## config.mk

```make
export PLATFORM = sky130hd
export DESIGN_NAME = smi_tx_packer
export DESIGN_NICKNAME = d
export VERILOG_FILES = /design/src/rtl/smi_pkg.sv /design/src/rtl/smi_sync_edge.sv /design/src/rtl/smi_tx_packer.sv
export SDC_FILE = /design/constraint.sdc
export NUM_CORES = 1
export LEC_CHECK = 0
export ABC_AREA = 1
export CAP_MARGIN = 10
export CORE_UTILIZATION = 25
export CTS_CLUSTER_DIAMETER = 50
export CTS_CLUSTER_SIZE = 12
export DETAILED_ROUTE_END_ITERATION = 7
export GPL_TIMING_DRIVEN = 0
export MAX_ROUTING_LAYER = met4
export PLACE_DENSITY_LB_ADDON = 0.25
export SLEW_MARGIN = 20
export SYNTH_ARGS = -nofsm -noshare
export SYNTH_HDL_FRONTEND = slang
export SYNTH_HIERARCHICAL = 1
export SYNTH_SLANG_ARGS = --single-unit
```

## constraint.sdc

```tcl
create_clock -name i_sys_clk -period 3.1 [get_ports i_sys_clk]
set_input_delay 0.93 -clock i_sys_clk [delete_from_list [all_inputs] [get_ports i_sys_clk]]
set_output_delay 0.93 -clock i_sys_clk [all_outputs]
set_load 0.01 [all_outputs]
```

## src/rtl/smi_pkg.sv

```systemverilog
// Shared definitions for the SMI TX packer: register indices, channel codes,
// FSM encoding and status bit positions.
package smi_pkg;

    localparam logic [4:0] IOC_MODULE_VERSION = 5'd0;
    localparam logic [4:0] IOC_FIFO_STATUS    = 5'd1;
    localparam logic [4:0] IOC_TX_CTRL        = 5'd2;
    localparam logic [4:0] IOC_TX_OVF_CNT     = 5'd3;

    localparam logic [2:0] SMI_CH_09 = 3'b000;
    localparam logic [2:0] SMI_CH_24 = 3'b001;

    typedef enum logic [1:0] {
        ST_IDLE    = 2'd0,
        ST_COLLECT = 2'd1,
        ST_PUSH    = 2'd2
    } tx_state_e;

    localparam int STAT_FULL_09  = 0;
    localparam int STAT_FULL_24  = 1;
    localparam int STAT_OVF      = 2;
    localparam int STAT_CHAN_ERR = 3;
    localparam int STAT_BAD_ADDR = 4;
    localparam int STAT_TIMEOUT  = 5;

    localparam int CTRL_ENABLE = 0;
    localparam int CTRL_FLUSH  = 1;

endpackage

```

## src/rtl/smi_sync_edge.sv

```systemverilog
// Two-flop synchroniser for an asynchronous level with a one-cycle pulse on
// each synchronised rising edge.
module smi_sync_edge #(
    parameter logic RESET_VAL = 1'b0
) (
    input  logic clk,
    input  logic rst_n,
    input  logic async_in,
    output logic rise_pulse
);

    logic meta_q;
    logic sync_q;
    logic prev_q;

    always_ff @(posedge clk or negedge rst_n) begin
        if (!rst_n) begin
            meta_q <= RESET_VAL;
            sync_q <= RESET_VAL;
            prev_q <= RESET_VAL;
        end else begin
            meta_q <= async_in;
            sync_q <= meta_q;
            prev_q <= sync_q;
        end
    end

    assign rise_pulse = sync_q & ~prev_q;

endmodule

```

## src/rtl/smi_tx_packer.sv

```systemverilog
// Packs SMI write bytes into 32-bit little-endian words for the 0.9/2.4 GHz TX FIFOs.
// Optional idle timeout for partial words: define SMI_TX_PARTIAL_TIMEOUT_EN.
module smi_tx_packer
    import smi_pkg::*;
#(
    parameter logic [7:0]  MODULE_VERSION = 8'h01,
    parameter int unsigned TIMEOUT_CYCLES = 1024
) (
    input  logic        i_sys_clk,
    input  logic        i_rst_b,
    input  logic [4:0]  i_ioc,
    input  logic [7:0]  i_data_in,
    output logic [7:0]  o_data_out,
    input  logic        i_cs,
    input  logic        i_fetch_cmd,
    input  logic        i_load_cmd,
    input  logic [2:0]  i_smi_a,
    input  logic        i_smi_swe_srw,
    input  logic [7:0]  i_smi_data_in,
    output logic        o_smi_write_req,
    output logic        o_fifo_09_push,
    output logic [31:0] o_fifo_09_push_data,
    input  logic        i_fifo_09_full,
    output logic        o_fifo_24_push,
    output logic [31:0] o_fifo_24_push_data,
    input  logic        i_fifo_24_full
);

    // The strobe idles high, so its synchroniser resets high to avoid a false edge.
    logic byte_ev;

    smi_sync_edge #(.RESET_VAL(1'b1)) u_swe_sync (
        .clk        (i_sys_clk),
        .rst_n      (i_rst_b),
        .async_in   (i_smi_swe_srw),
        .rise_pulse (byte_ev)
    );

    logic [2:0] a_meta_q, a_sync_q;
    logic [7:0] d_meta_q, d_sync_q;

    always_ff @(posedge i_sys_clk or negedge i_rst_b) begin
        if (!i_rst_b) begin
            a_meta_q <= '0;
            a_sync_q <= '0;
            d_meta_q <= '0;
            d_sync_q <= '0;
        end else begin
            a_meta_q <= i_smi_a;
            a_sync_q <= a_meta_q;
            d_meta_q <= i_smi_data_in;
            d_sync_q <= d_meta_q;
        end
    end

    tx_state_e   state_q, state_d;
    logic [31:0] word_q, word_d;
    logic [1:0]  cnt_q, cnt_d;
    logic        chan_q, chan_d;
    logic        pend_q, pend_d;
    logic [7:0]  pend_data_q, pend_data_d;
    logic [2:0]  pend_addr_q, pend_addr_d;
    logic        enable_q, enable_d;
    logic        bad_q, bad_d;
    logic        chan_err_q, chan_err_d;
    logic        ovf_q, ovf_d;
    logic [7:0]  ovf_cnt_q, ovf_cnt_d;
    logic        timeout_q, timeout_d;
    logic [15:0] idle_cnt_q, idle_cnt_d;
    logic        push09_q, push09_d;
    logic        push24_q, push24_d;
    logic [31:0] data09_q, data09_d;
    logic [31:0] data24_q, data24_d;
    logic        wreq_q, wreq_d;
    logic [7:0]  dout_q, dout_d;

    logic        reg_wr;
    logic        flush;
    logic        ev;
    logic [7:0]  ev_data;
    logic [2:0]  ev_addr;
    logic        ev_chan;
    logic        sel_full;
    logic [7:0]  status;

    assign sel_full = chan_q ? i_fifo_24_full : i_fifo_09_full;
    assign status   = {2'b00, timeout_q, bad_q, chan_err_q, ovf_q, i_fifo_24_full, i_fifo_09_full};

    always_comb begin
        state_d     = state_q;
        word_d      = word_q;
        cnt_d       = cnt_q;
        chan_d      = chan_q;
        pend_d      = pend_q;
        pend_data_d = pend_data_q;
        pend_addr_d = pend_addr_q;
        enable_d    = enable_q;
        bad_d       = bad_q;
        chan_err_d  = chan_err_q;
        ovf_d       = ovf_q;
        ovf_cnt_d   = ovf_cnt_q;
        timeout_d   = timeout_q;
        idle_cnt_d  = idle_cnt_q;
        push09_d    = 1'b0;
        push24_d    = 1'b0;
        data09_d    = data09_q;
        data24_d    = data24_q;
        dout_d      = dout_q;
        ev          = 1'b0;
        ev_data     = d_sync_q;
        ev_addr     = a_sync_q;
        ev_chan     = 1'b0;

        reg_wr = i_cs && i_load_cmd;
        flush  = reg_wr && (i_ioc == IOC_TX_CTRL) && i_data_in[CTRL_FLUSH];
        if (reg_wr && (i_ioc == IOC_TX_CTRL))
            enable_d = i_data_in[CTRL_ENABLE];

        // A byte held over from a PUSH cycle is consumed before any new strobe.
        if (state_q == ST_IDLE && pend_q) begin
            ev          = 1'b1;
            ev_data     = pend_data_q;
            ev_addr     = pend_addr_q;
            pend_d      = byte_ev;
            pend_data_d = d_sync_q;
            pend_addr_d = a_sync_q;
        end else if (state_q == ST_PUSH) begin
            if (byte_ev) begin
                pend_d      = 1'b1;
                pend_data_d = d_sync_q;
                pend_addr_d = a_sync_q;
            end
        end else begin
            ev = byte_ev;
        end

        if (ev && enable_q) begin
            if (ev_addr != SMI_CH_09 && ev_addr != SMI_CH_24) begin
                bad_d = 1'b1;
            end else begin
                ev_chan = (ev_addr == SMI_CH_24);
                if (state_q == ST_IDLE || ev_chan != chan_q) begin
                    if (state_q == ST_COLLECT)
                        chan_err_d = 1'b1;
                    word_d  = {24'h0, ev_data};
                    cnt_d   = 2'd1;
                    chan_d  = ev_chan;
                    state_d = ST_COLLECT;
                end else begin
                    word_d[{cnt_q, 3'b000} +: 8] = ev_data;
                    cnt_d = cnt_q + 2'd1;
                    if (cnt_q == 2'd3)
                        state_d = ST_PUSH;
                end
            end
        end

        if (state_q == ST_PUSH) begin
            if (sel_full) begin
                ovf_d = 1'b1;
                if (ovf_cnt_q != 8'hFF)
                    ovf_cnt_d = ovf_cnt_q + 8'd1;
            end else if (chan_q) begin
                push24_d = 1'b1;
                data24_d = word_q;
            end else begin
                push09_d = 1'b1;
                data09_d = word_q;
            end
            state_d = ST_IDLE;
            cnt_d   = 2'd0;
        end

`ifdef SMI_TX_PARTIAL_TIMEOUT_EN
        if (state_q != ST_COLLECT || ev) begin
            idle_cnt_d = 16'd0;
        end else if (idle_cnt_q + 16'd1 == TIMEOUT_CYCLES[15:0]) begin
            idle_cnt_d = 16'd0;
            timeout_d  = 1'b1;
            state_d    = ST_IDLE;
            cnt_d      = 2'd0;
            word_d     = 32'h0;
        end else begin
            idle_cnt_d = idle_cnt_q + 16'd1;
        end
`else
        idle_cnt_d = 16'd0;
        timeout_d  = 1'b0;
`endif

        // Flush overrides everything, including a byte arriving this cycle.
        if (flush) begin
            state_d    = ST_IDLE;
            word_d     = 32'h0;
            cnt_d      = 2'd0;
            pend_d     = 1'b0;
            bad_d      = 1'b0;
            chan_err_d = 1'b0;
            ovf_d      = 1'b0;
            ovf_cnt_d  = 8'd0;
            timeout_d  = 1'b0;
            idle_cnt_d = 16'd0;
            push09_d   = 1'b0;
            push24_d   = 1'b0;
            data09_d   = data09_q;
            data24_d   = data24_q;
        end

        wreq_d = enable_q && !sel_full;

        if (!i_cs) begin
            dout_d = 8'h00;
        end else if (i_fetch_cmd) begin
            case (i_ioc)
                IOC_MODULE_VERSION: dout_d = MODULE_VERSION;
                IOC_FIFO_STATUS:    dout_d = status;
                IOC_TX_CTRL:        dout_d = {7'b0, enable_q};
                IOC_TX_OVF_CNT:     dout_d = ovf_cnt_q;
                default:            dout_d = 8'h00;
            endcase
        end
    end

    always_ff @(posedge i_sys_clk or negedge i_rst_b) begin
        if (!i_rst_b) begin
            state_q     <= ST_IDLE;
            word_q      <= '0;
            cnt_q       <= '0;
            chan_q      <= 1'b0;
            pend_q      <= 1'b0;
            pend_data_q <= '0;
            pend_addr_q <= '0;
            enable_q    <= 1'b0;
            bad_q       <= 1'b0;
            chan_err_q  <= 1'b0;
            ovf_q       <= 1'b0;
            ovf_cnt_q   <= '0;
            timeout_q   <= 1'b0;
            idle_cnt_q  <= '0;
            push09_q    <= 1'b0;
            push24_q    <= 1'b0;
            data09_q    <= '0;
            data24_q    <= '0;
            wreq_q      <= 1'b0;
            dout_q      <= '0;
        end else begin
            state_q     <= state_d;
            word_q      <= word_d;
            cnt_q       <= cnt_d;
            chan_q      <= chan_d;
            pend_q      <= pend_d;
            pend_data_q <= pend_data_d;
            pend_addr_q <= pend_addr_d;
            enable_q    <= enable_d;
            bad_q       <= bad_d;
            chan_err_q  <= chan_err_d;
            ovf_q       <= ovf_d;
            ovf_cnt_q   <= ovf_cnt_d;
            timeout_q   <= timeout_d;
            idle_cnt_q  <= idle_cnt_d;
            push09_q    <= push09_d;
            push24_q    <= push24_d;
            data09_q    <= data09_d;
            data24_q    <= data24_d;
            wreq_q      <= wreq_d;
            dout_q      <= dout_d;
        end
    end

    logic unused_bits;
    assign unused_bits = ^{i_data_in[7:2], TIMEOUT_CYCLES};

    assign o_data_out          = dout_q;
    assign o_smi_write_req     = wreq_q;
    assign o_fifo_09_push      = push09_q;
    assign o_fifo_09_push_data = data09_q;
    assign o_fifo_24_push      = push24_q;
    assign o_fifo_24_push_data = data24_q;

endmodule
```

==> impl_metrics.yaml <==
power:
  pwr_density_cell_mw_per_mm2: 732
  power_leakage_nw: 4.19
  report.power.total_mw: 6.55
  power.ir.vdd_worst_mv: 0.348
routing:
  drc: 0
  viasPerCell: 4.27
  drt_first_iter_violations: 414
  drt-wirelength-per-cell_um: 13.6
  ant_nets: 0
  drtPass1Iterations: 4
  vias: 5329
  finalWirelength_um: 16900
clock_network:
  postCtsHoldBufs: 0
  clock_tree.root_cell: "clkbuf_16"
  clkSlewWorstSetupHoldPaths_ns: 0.07
  numClockSinks: 161
  ctsHtreeMaxLevel: 4
  post_cts_resized: 0
  cts_buffer_depth: 2
  clk-insertion-delay-late_ns: 0.42
  post_cts_buffers: 0
  tritoncts: "built"
  number_of_cts_inserted_buffers: 17
synthesis:
  syn-num-nets: 811
  synthCells: 774
  synth_edf_count: 0
  synth_async_sr_flop_share_pct: 100
  netlist-cell-type-count: 35
  synth_largest_area_cell: "dfrtp_1"
  sequential_fraction_of_the_synthesis_area_pct: 58.4
  biggest_area_contributors_in_the_synthesized_netlist: "dfrtp_1 (57%), nand2_1 (10%), nand3_1 (6.0%)"
  avgSynthCellArea_um2: 8.92
  synth.yosys.warnings: 6
  ys_ff_latch: 161
  ys.flop_type: "dfrtp_1"
  syn_area_mm2: 0.00691
  yosysTopAreaCellShare_pct: 57.2
worst_setup_path:
  end_kind: "flip-flop"
  cp.arrival_ns: 3.13
  worstReg2RegStart: "cnt_q[0]"
  required_ns: 3.46
  setup.worst_path.class: "reg -> reg"
  start_kind: "flip-flop"
  critical_path.startpoint: "cnt_q[0]"
  worst-path-max-fanout: 11
place:
  detailedPlacementHpwl_um: 12400
  place.gp.congestion: 0.850
  preCtsSetupSlack_ns: -0.0447
  detailed_place.area_mm2: 0.00836
  dp_cells: 1215
  io_buffers: 99
floorplan:
  core_mm2: 0.0270
  placement_rows: 60
  dieHeight_um: 168
  die_area_mm2: 0.0283
  fp.dieW_um: 168
  initial_cell_density_of_the_core_pct: 25.6
  io_pins: 107
sta:
  worst_slew_pin_slew_ns: 0.598
  setup-tns-final_ns: 0
  worst_setup_slack_final_ns: 0.327
  finalCriticalPeriod_ns: 2.77
  finalClockSkew_ns: 0.0125
  final-setup-viol-count: 0
  max_freq_mhz: 361
  final_critical_path_share_of_the_clock_period_pct: 89.4
  drv_slew: 0
  rsz_0062_raised_after_global_routing: "false"
  timing.slew.headroom_pct: 60.1
  hold_violation_total_from_the_final_report: 0
global_route:
  grt.met1_usage_pct: 17.1
  grt_pass1_vias: 5421
  grt_antenna_before_repair: 0
  groute.layer.met3.usage_pct: 2.73
  grt_start_max_net_pins: 93
  grtUsageTotal_pct: 13.1
  grt_busiest_layer: "met2"
  overflow: 0
  globalRouteMet2Util_pct: 20.1
  first_pass_grt_wire_length_um: 28300
outcome:
  status: "completed"
finish:
  design.final.nets: 930
  stdcell_area_mm2: 0.00894
  drive_above_1_share_pct: 9.27
  insertedDiodeCount: 0
  instances_no_fill: 1247
  area_growth_pct: 29.5
worst_hold_path:
  hold_path.class: "reg -> reg"
  hold_path_startpoint: "a_meta_q[2]"
run:
  cap_viol_max_count: 0
per-stage QoR:
stage | hold WS (ns) | util [%]
after global placement | 0.335 | 30.8
after detailed placement | 0.335 | 30.9
final | 0.348 | 33.1
after floorplan | 0.331 | -
after global routing | 0.355 | 33.1
after CTS | 0.350 | 33.1
cells in the final DEF (no fill, tap or decap), drive strengths merged:
cell type,count
nor3,28
o2111ai,1
inv,91
nand4,14
o22ai,3
a211oi,1
ha,5
nor2,46
nor3b,1
o221ai,1
clkinv,4
clkinvlp,4
o31ai,3
nand3,85
and2,1
dfstp,3
bufinv,1
dfrtp,158
mux2,3
a21oi,9
clkbuf,36
clkdlybuf4s50,98
nand2,201
o21ai,84
buf,25
registers in the layout, summed over array words and instances, names as in the netlist, 8 cells and up:
name                 cells
d_meta_q                 8
d_sync_q                 8
o_data_out               8
o_fifo_09_push_data     32
o_fifo_24_push_data     32
ovf_cnt_q                8
pend_data_q              8
word_q                  32
cells in the mapped netlist (2+ instances only):
cell type / instances
a21oi_1: 9
buf_2: 18
buf_4: 3
clkbuf_1: 14
clkinv_1: 2
dfrtp_1: 158
dfstp_2: 3
ha_1: 5
inv_1: 85
inv_2: 3
mux2_2: 3
nand2_1: 190
nand2_2: 4
nand2_4: 5
nand2_8: 2
nand3_1: 83
nand4_1: 13
nor2_1: 41
nor2_2: 3
nor2_4: 2
nor3_1: 28
o21ai_0: 83
o22ai_1: 3
o31ai_1: 3
logic make-up (layout without fill, tap and decap cells):
family | after synthesis | count (layout) | synth area share (%)
adder cells (fa/ha/maj) | 5 | 5 | 0.906
AO/OA/AOI/OAI | 102 | 102 | 7.75
multiplexers | 3 | 3 | 0.489
buffers and inverters | 127 | 259 | 7.55
AND/OR/NAND/NOR | 376 | 376 | 24.9
flip-flops | 161 | 161 | 58.4
metal layers:
layer  wire length [um]  vias to the layer above
li1                   -                     2732
met1               8320                     2490
met2               7740                       91
met3                548                       16
met4                290                        0
met5                  0                        -
path summary, 6_finish.rpt:
check,to,slack (ns),cells after the start
worst min register to register,a_sync_q[2],0.35,0
worst max register to register,word_q[12],0.33,10
min in group asynchronous,a_meta_q[0],0.47,1
max in group asynchronous,o_fifo_09_push_data[11],1.82,2
worst max-delay path,word_q[12],0.33,10
worst min-delay path,a_sync_q[2],0.35,0
critical path, stage by stage, from the launching register on:
cell,delay (ns)
dfrtp_1,0.38
buf_2,0.22
clkinv_1,0.21
clkbuf_1,0.29
ha_1,0.34
clkbuf_1,0.36
clkbuf_1,0.37
nand3_1,0.14
nor3_1,0.22
nand3_1,0.12
nand2_1,0.07
area by class of cell:
class                           count  area [um2]
Tap cell                          341         427
Clock inverter                     10         100
Fill cell                        2841       18100
Inverter                           90         338
Sequential cell                   161        4030
Timing Repair Buffer              100        1020
Multi-Input combinational cell    486        2350
Clock buffer                       22         484
Buffer                             37         184
power by group:
part           switching (mW)  leakage (nW)  internal [mW]
clock                   0.859         0.276           1.20
sequential              0.222          1.97           2.50
combinational            1.05          1.94          0.716
total                    2.13          4.19           4.42
(Power assumes the default switching activity.)
